**config.mk**
```make
export PLATFORM = sky130hd
export DESIGN_NAME = alu_flag_pipe
export DESIGN_NICKNAME = d
export VERILOG_FILES = /design/src/rtl/alu_flag_pipe.sv
export SDC_FILE = /design/constraint.sdc
export NUM_CORES = 1
export LEC_CHECK = 0
export CORE_MARGIN = 2
export CORE_UTILIZATION = 50
export CTS_CLUSTER_SIZE = 20
export DETAILED_ROUTE_END_ITERATION = 12
export GPL_TIMING_DRIVEN = 0
export PLACE_DENSITY_LB_ADDON = 0.3
export SLEW_MARGIN = 15
export SYNTH_ARGS = -nofsm -noshare
export SYNTH_HDL_FRONTEND = slang
export SYNTH_SLANG_ARGS = --single-unit
```
**constraint.sdc**
```tcl
create_clock -name clk -period 1.9 [get_ports clk]
set_input_delay 0.475 -clock clk [delete_from_list [all_inputs] [get_ports clk]]
set_output_delay 0.475 -clock clk [all_outputs]
set_load 0.05 [all_outputs]
```
**src/rtl/alu_flag_pipe.sv**
```systemverilog
// alu_flag_pipe: two-stage valid/ready EX-stage ALU with Z/N/V/C flags.
// Stage 1 registers the W+1-bit adder result, and stage 2 turns it into a result and flags.
// Optional feature macro: STICKY_OVF_EN adds the sticky_v and clr_sticky ports
// and a sticky overflow register.
module alu_flag_pipe #(
  parameter int W = 16
) (
  input  logic         clk,
  input  logic         rst,
  input  logic         flush,
  input  logic         in_valid,
  output logic         in_ready,
  input  logic [2:0]   op,
  input  logic         sign,
  input  logic [W-1:0] a,
  input  logic [W-1:0] b,
  output logic         out_valid,
  input  logic         out_ready,
  output logic [W-1:0] result,
  output logic         flag_z,
  output logic         flag_n,
  output logic         flag_v,
  output logic         flag_c
`ifdef STICKY_OVF_EN
  ,
  output logic         sticky_v,
  input  logic         clr_sticky
`endif
);

  localparam logic [2:0] OP_ADD = 3'b000;
  localparam logic [2:0] OP_SUB = 3'b001;
  localparam logic [2:0] OP_SEQ = 3'b010;
  localparam logic [2:0] OP_SLT = 3'b011;
  localparam logic [2:0] OP_SLE = 3'b100;
  localparam logic [2:0] OP_SCO = 3'b101;

  // Stage 1 state
  logic         r_s1_valid;
  logic [2:0]   r_s1_op;
  logic         r_s1_sign;
  logic         r_s1_a_msb;
  logic         r_s1_b_msb;
  logic [W:0]   r_s1_sum;

  // Stage 2 state
  logic         r_s2_valid;
  logic [W-1:0] r_result;
  logic         r_z;
  logic         r_n;
  logic         r_v;
  logic         r_c;

  logic         w_s1_adv;
  logic         w_s2_adv;
  logic         w_accept;
  logic         w_cin;
  logic [W-1:0] w_b_eff;
  logic [W:0]   w_sum;
  logic         w_s2_cin;
  logic         w_s2_beff_msb;
  logic         w_v;
  logic         w_c;
  logic         w_eq;
  logic         w_lt;
  logic [W-1:0] w_res;
  logic         w_res_v;
  logic         w_res_c;

  assign w_s2_adv = ~r_s2_valid | out_ready;
  assign w_s1_adv = ~r_s1_valid | w_s2_adv;
  assign in_ready = w_s1_adv & ~flush;
  assign w_accept = in_valid & in_ready;

  // Stage-1 adder: subtract-style ops use a + ~b + 1.
  always_comb begin
    w_cin   = (op == OP_SUB) || (op == OP_SEQ) || (op == OP_SLT) || (op == OP_SLE);
    w_b_eff = w_cin ? ~b : b;
    w_sum   = {1'b0, a} + {1'b0, w_b_eff} + {{W{1'b0}}, w_cin};
  end

  // Stage-1 valid and operand capture.
  always_ff @(posedge clk or posedge rst) begin
    if (rst) begin
      r_s1_valid <= 1'b0;
      r_s1_op    <= '0;
      r_s1_sign  <= 1'b0;
      r_s1_a_msb <= 1'b0;
      r_s1_b_msb <= 1'b0;
      r_s1_sum   <= '0;
    end else if (flush) begin
      r_s1_valid <= 1'b0;
    end else if (w_s1_adv) begin
      r_s1_valid <= in_valid;
      if (w_accept) begin
        r_s1_op    <= op;
        r_s1_sign  <= sign;
        r_s1_a_msb <= a[W-1];
        r_s1_b_msb <= b[W-1];
        r_s1_sum   <= w_sum;
      end
    end
  end

  // Stage-2 result and flag decode from the registered sum.
  always_comb begin
    w_s2_cin      = (r_s1_op == OP_SUB) || (r_s1_op == OP_SEQ) ||
                    (r_s1_op == OP_SLT) || (r_s1_op == OP_SLE);
    w_s2_beff_msb = w_s2_cin ? ~r_s1_b_msb : r_s1_b_msb;
    w_v           = (r_s1_a_msb == w_s2_beff_msb) && (r_s1_sum[W-1] != r_s1_a_msb);
    w_c           = r_s1_sum[W];
    w_eq          = (r_s1_sum[W-1:0] == '0);
    w_lt          = r_s1_sign ? (r_s1_sum[W-1] ^ w_v) : ~w_c;
    w_res         = r_s1_sum[W-1:0];
    w_res_v       = w_v;
    w_res_c       = w_c;
    case (r_s1_op)
      OP_SEQ: begin
        w_res   = {{(W-1){1'b0}}, w_eq};
        w_res_v = 1'b0;
        w_res_c = 1'b0;
      end
      OP_SLT: begin
        w_res   = {{(W-1){1'b0}}, w_lt};
        w_res_v = 1'b0;
        w_res_c = 1'b0;
      end
      OP_SLE: begin
        w_res   = {{(W-1){1'b0}}, w_lt | w_eq};
        w_res_v = 1'b0;
        w_res_c = 1'b0;
      end
      OP_SCO: begin
        w_res   = {{(W-1){1'b0}}, w_c};
        w_res_v = 1'b0;
        w_res_c = 1'b0;
      end
      default: ; // ADD, SUB and reserved (as ADD) keep the sum and the V/C flags
    endcase
  end

  // Stage-2 valid and result/flag registers.
  always_ff @(posedge clk or posedge rst) begin
    if (rst) begin
      r_s2_valid <= 1'b0;
      r_result   <= '0;
      r_z        <= 1'b0;
      r_n        <= 1'b0;
      r_v        <= 1'b0;
      r_c        <= 1'b0;
    end else if (flush) begin
      r_s2_valid <= 1'b0;
    end else if (w_s2_adv) begin
      r_s2_valid <= r_s1_valid;
      if (r_s1_valid) begin
        r_result <= w_res;
        r_z      <= (w_res == '0);
        r_n      <= w_res[W-1];
        r_v      <= w_res_v;
        r_c      <= w_res_c;
      end
    end
  end

  assign out_valid = r_s2_valid;
  assign result    = r_result;
  assign flag_z    = r_z;
  assign flag_n    = r_n;
  assign flag_v    = r_v;
  assign flag_c    = r_c;

`ifdef STICKY_OVF_EN
  logic r_sticky;

  // Sticky overflow: set on an overflowing output transfer; set wins over clear.
  always_ff @(posedge clk or posedge rst) begin
    if (rst) begin
      r_sticky <= 1'b0;
    end else if (r_s2_valid && out_ready && r_v) begin
      r_sticky <= 1'b1;
    end else if (clr_sticky) begin
      r_sticky <= 1'b0;
    end
  end

  assign sticky_v = r_sticky;
`endif

endmodule
```
==> After elaboration in Yosys (flattened, before gate mapping) <==
Index checks and enable logic that the tools add are counted.
W data, S select, Z words.
{ "totals": {"reg_bits": 45, "in_bits": 41} }
{ "op_classes": {"add_sub_neg": 2, "eq_ne": 11, "mux": 10, "n_bitwise": 12, "reduce_logical": 14} }
{ "op_table": {"columns": ["operator", "n"], "rows": [
  ["$pmux W16 S4", 1],
  ["$logic_not A16 Y1", 2],
  ["$add A16 B16 Y17", 1],
  ["$add A17 B1 Y17", 1],
  ["$mux W16", 1],
  ["$not A16 Y16", 1],
  ["$eq A3 B2 Y1 const B", 4],
  ["$eq A3 B3 Y1 const B", 3],
  ["$mux W1", 8],
  ["$eq A3 B1 Y1 const B", 2],
  ["$logic_or A1 B1 Y1", 6],
  ["$reduce_and A3 Y1", 2],
  ["$not A1 Y1", 5],
  ["$reduce_bool A2 Y1", 2],
  ["$reduce_or A4 Y1", 1],
  ["$or A1 B1 Y1", 3],
  ["$and A1 B1 Y1", 2],
  ["$eq A1 B1 Y1", 1],
  ["$logic_and A1 B1 Y1", 1],
  ["$ne A1 B1 Y1", 1],
  ["$xor A1 B1 Y1", 1]
]} }

==> Depth between registers and ports, before layout <==
{ "logic_depth": {"ltp_word": 12, "depth_mapped": 11, "depth_no_buf": 10} }

==> Least setup slack after synthesis <==
Ideal clock, no wire load.
{ "synth_timing": {"kind": "input -> register", "from": "in op[1]", "to": "reg r_s1_sum[16]", "setup_time_ns": 0.120, "arrival_ns": 3.133, "required_ns": 1.780, "slack_ns": -1.352, "cell_stages": 11, "n_path_buf": 1, "cell_sequence": "o21a_1 > nor2_1 > buf_2 > xor2_1 > fa_1 > a21o_1 > a221oi_2 > o211ai_2 > a211oi_1 > o21ai_1 > a31o_1"} }
{ "synth_between": {"elab_chain_cells": 7, "word_cells_on_any_way": 10, "classes_between": "add/sub: 2; eq/ne: 4; mux: 1; reduce/logical: 3"} }
{ "synth_lines": {"columns": ["item", "line", "rtl"], "rows": [
  ["start: declaration", "13", "input logic [2:0] op,"],
  ["$eq A3 B1 Y1 / $eq A3 B2 Y1 (equally long branches)", "77", "w_cin = (op == OP_SUB) || (op == OP_SEQ) || (op == OP_SLT) || (op == OP_SLE);"],
  ["$logic_or A1 B1 Y1 (2 in a row)", "77", null],
  ["$logic_or A1 B1 Y1 (*)", "77", null],
  ["$mux W16", "78", "w_b_eff = w_cin ? ~b : b;"],
  ["$add A16 B16 Y17", "79", "w_sum = {1'b0, a} + {1'b0, w_b_eff} + {{W{1'b0}}, w_cin};"],
  ["$add A17 B1 Y17 (*)", "79", null],
  ["end signal: assignment", "100", "r_s1_sum <= w_sum;"],
  ["end: declaration", "44", "logic [W:0] r_s1_sum;"]
]} }
Mark *: on every way between the ends. The rest lies on a longest branch, timed or not.
A chain may end at the register's enable or synchronous reset.

==> Worst setup path in the final report <==
{ "layout_timing": {"from": "in op[1]", "to": "reg r_s1_sum[14]"} }
Same word-level chain as after synthesis.

==> results.md <==
GRT:
- The global-route wire length before repair is 12000 µm.
- The overall global routing resource usage is approximately 25%.
- The total grt overflow is 0.
- The number of global-route vias before repair is 2533.
- The pin count of the biggest net entering global routing is 29.
- The number of antenna violations at the first check in global routing was 0.

Power:
- Across the VDD grid, the largest voltage drop is 0.000486 V.
- The overall power is 4120 µW.
- The switching part of the total is 41.9%.
- In this run the power spent charging and discharging nets is approximately 1700 µW.
- Cell internal power was estimated by the tool at 2390 µW.
- The part of the total power dissipated in sequential elements is 33.6%.
- The ratio of total power to cell area is around 1000 nW/µm².
- The leakage power total is between 0.0015 and 0.002 µW.
- Combinational cells account for 49.0% of the total power.
- The clock network is responsible for between 15 and 20% of the overall power.

Detailed routing:
- The first detailed-routing pass ran for 4 iterations.
- The routed design has approximately 7900 µm of wire.
- Detailed routing placed a total of about 4100 µm of wire on met2.
- In the final routed layout, each cell accounts on average for 17.9 µm.
- The via density per instance is 5.85.
- The total via count in the routed design is between 2000 and 3000.
- The uppermost signal routing layer after detailed routing is met4.
- The starting DRC count in detailed routing is 177.
- The routed length on met3 is around 370 µm.
- The remaining number of nets flagged by the antenna check after routing is 0.
- The met1 wire length is roughly 3100 µm.
- The remaining design rule violation count is 0.

Clock network:
- After clock tree synthesis, the clock-pin slew on the worst setup and hold paths is ~0.080 ns.
- The total clock buffers created by CTS is 5.
- Clock tree synthesis found a total of 44 sinks.
- The later pin in the worst-skew pair is clocked with a latency of 0.31 ns.
- Hold repair after CTS inserted 0 buffers.
- In this run the number of H-tree levels came out at 2.
- The buffer levels on the longest clock path is 2.
- TritonCTS built the clock tree.
- The cell sitting at the root of the clock tree is a sky130_fd_sc_hd__clkbuf_8.

Layout:
- The area occupied by registers is 1100 µm².
- Of the cells placed in the final design, the portion with a size suffix greater than 1 is 26.5%.
- More flip-flops sit in one register than any other, and that register is r_s1_sum.
- The number of fill cells is about 340.
- Summing all multi-input logic gate instances after layout gives 1810 µm².
- The number of flip-flops in the largest register is 17.
- The final cell utilization of the core is 78.6%.
- The non-filler instance count after layout is 443.
- The number of antenna diodes in the final layout is 0.
- Compared with the post-synthesis result, the final layout area differs by 50.2%.
- The net count of the finished layout is about 430.

Floorplan:
- From bottom edge to top edge, the die measures 77.4 µm.
- After floorplanning, the core was divided into 26 placement rows.
- In this run the count of I/O pins placed on the die edge is 63.
- In this run the horizontal extent of the chip is 77.4 µm.
- The core area is 5140 µm².
- The overall die area is 5980 µm².
- For this configuration, the core starts out at a cell density of ~52%.

Setup path:
- The critical path is of the input port to flop type.
- The capturing element type of the critical path is a flop.
- The worst setup path is launched from an input port.
- Data arrives at the worst endpoint at 3.00 ns.
- The endpoint required time on the critical path is 2.08 ns.
- The maximum fanout encountered on the critical timing path is 5.

Outcome:
- The final reports fail on negative setup slack.
- The flow ran to the end, but the final reports show violations.

Logic synthesis:
- The cell accounting for the most synthesized area is sky130_fd_sc_hd__dfrtp_1.
- After synthesis the netlist holds a flip-flop and latch count of 44.
- By area the synthesized netlist is led by sky130_fd_sc_hd__dfrtp_1 41%, sky130_fd_sc_hd__xor2_1 7.2%, sky130_fd_sc_hd__ha_1 7.0%.
- The fraction of registers with async set or reset after synthesis is 100%.
- Of the synthesized area, sequential elements account for between 40% and 50%.
- After synthesis, the netlist uses between 40 and 50 different library cells.
- In the synthesized netlist the dominant register cell turns out to be sky130_fd_sc_hd__dfrtp_1.
- Dividing the synthesized area by the synthesized cell count gives 9.68 µm².
- Synthesis handed over a netlist of 278 instances.
- By instance count, the leading cell after synthesis is sky130_fd_sc_hd__dfrtp_1.
- The number of nets handed over by synthesis was 335.
- After synthesis, the largest area contributor takes up 40.9% of total cell area.
- Counting flops with a built-in enable in the synthesized netlist gives 0.
- Sorting the synthesized cells by how often they occur yields 44 x sky130_fd_sc_hd__dfrtp_1, 32 x sky130_fd_sc_hd__nand2_1, 22 x sky130_fd_sc_hd__xor2_1, 17 x sky130_fd_sc_hd__a22o_1, 16 x sky130_fd_sc_hd__a21oi_1.
- The synthesized area is 2690 µm².
- For this run, the number of Yosys warnings is 0.

Placement:
- The global placement routability congestion is 0.915.
- Detailed placement finished with a half-perimeter wire length of 4790 µm.
- The count of buffers inserted at the top-level ports is 62.
- After detailed placement, the design holds a cell count of 411.
- The pre-CTS setup slack is -1.80 ns.

STA:
- Measured against its own limit, the worst slew margin works out to around two thirds.
- Setup violations remaining at the end of the flow were counted as 14.
- Setup slack on the critical path of the routed design comes to -0.919 ns.
- The number of pins exceeding their max-slew limit in the final report is 0.
- In the finished design, the share of the clock period the worst path needs comes to 148%.
- Across the routed clock network, the largest skew measured is 0.0115 ns.
- The smallest clock period supported by the final layout is computed as 2.82 ns.
- The final hold violation count is 0.
- The highest clock rate is approximately 350 MHz.
- Setup repair after global routing could not meet its margin everywhere.
- At the pin with the least slew margin, the transition time is between 0.5 and 0.6 ns.

Min path:
- In this run the worst hold path is classified as input port to flop.

Run:
- The count of max-cap constraint violations is 0.
cells by family after synthesis:
logic type | after synthesis | share of synthesized area [%]
simple gates | 85 | 15.7
compound gates | 82 | 21.6
flops | 44 | 40.9
xor+xnor | 30 | 9.77
buf+inv | 17 | 2.65
fa+ha+maj | 16 | 7.72
mux | 4 | 1.58
power by group through the flow:
stage	registers (µW)	clock network, µW	logic, µW
after floorplan	1750	0	791
after global placement	1380	0	1660
after detailed placement	1400	0	1700
after CTS	1370	719	1830
after global routing	1420	753	2130
final	1390	718	2020
worst max-delay path, cell delays in order:
cell and delay (ns):
sky130_fd_sc_hd__buf_8 0.10, sky130_fd_sc_hd__nor3_4 0.27, sky130_fd_sc_hd__nor2_4 0.09, sky130_fd_sc_hd__buf_8 0.15
sky130_fd_sc_hd__xor2_1 0.16, sky130_fd_sc_hd__ha_1 0.32, sky130_fd_sc_hd__a21o_1 0.25, sky130_fd_sc_hd__a221oi_4 0.35
sky130_fd_sc_hd__o211ai_4 0.14, sky130_fd_sc_hd__a311oi_2 0.35, sky130_fd_sc_hd__xor2_1 0.26, sky130_fd_sc_hd__o21ai_1 0.08
cell usage in the layout, fill, tap and decap left out, types with 4 or more instances in the layout:
cell type and count:
sky130_fd_sc_hd__o21ai_0 9, sky130_fd_sc_hd__xnor2_1 5, sky130_fd_sc_hd__a21oi_1 7, sky130_fd_sc_hd__inv_1 4
sky130_fd_sc_hd__clkdlybuf4s50_1 35, sky130_fd_sc_hd__clkbuf_8 5, sky130_fd_sc_hd__buf_4 20, sky130_fd_sc_hd__a22o_1 17
sky130_fd_sc_hd__nor2_1 14, sky130_fd_sc_hd__o21ai_1 11, sky130_fd_sc_hd__dfrtp_1 43, sky130_fd_sc_hd__nor3b_1 4
sky130_fd_sc_hd__dlygate4sd2_1 22, sky130_fd_sc_hd__nand3_1 5, sky130_fd_sc_hd__nor3_1 6, sky130_fd_sc_hd__ha_1 11
sky130_fd_sc_hd__xor2_1 19, sky130_fd_sc_hd__buf_6 9, sky130_fd_sc_hd__a21oi_2 7, sky130_fd_sc_hd__nand2_1 30
timing repair:
action                                  in CTS  in global routing
setup buffers                               20                  7
cloned                                       0                  0
resized for setup                           85                 24
pin swaps                                   22                 17
endpoints found under the setup margin      57                 22
hold endpoints to repair                     0                  0
metal layers:
| layer | vias to the layer above | GRT usage (%) |
|---|---|---|
| met5 | - | 0 |
| met4 | 0 | 10.0 |
| met3 | 31 | 3.72 |
| met2 | 117 | 47.1 |
| met1 | 1241 | 29.6 |
| li1 | 1203 | - |
through the flow:
stage	cell area, µm²	TNS [ns]	hold slack, ns
floorplan	2760	-8.84	0.466
global placement	3470	-47.94	0.478
detailed placement	3490	-31.08	0.486
CTS	3890	-7.54	0.396
global route	4040	-10.16	0.420
finish	4040	-9.22	0.414
final cells by class:
class / count / share of cell area (%)
clock inverter: 3 / 1.05
tap: 70 / 2.17
multi-input combinational: 217 / 44.7
sequential: 44 / 27.3
buffer: 10 / 1.70
timing repair buffer: 89 / 21.0
inverter: 5 / 0.464
clock buffer: 5 / 1.70
final timing paths:
check / startpoint / to / slack (ns) / cells past startpoint
setup / recovery: op[1] / r_s1_sum[14] / -0.92 / 12
hold / removal: op[1] / r_s1_op[1] / 0.41 / 3
setup reg to reg: r_s1_op[2] / flag_z / 0.08 / 6
hold reg to reg: flag_z / flag_z / 0.50 / 1
max in group asynchronous: rst / out_valid / 0.99 / 3
min in group asynchronous: rst / result[4] / 0.45 / 2
Note: power is estimated with default switching activity, not from simulation.
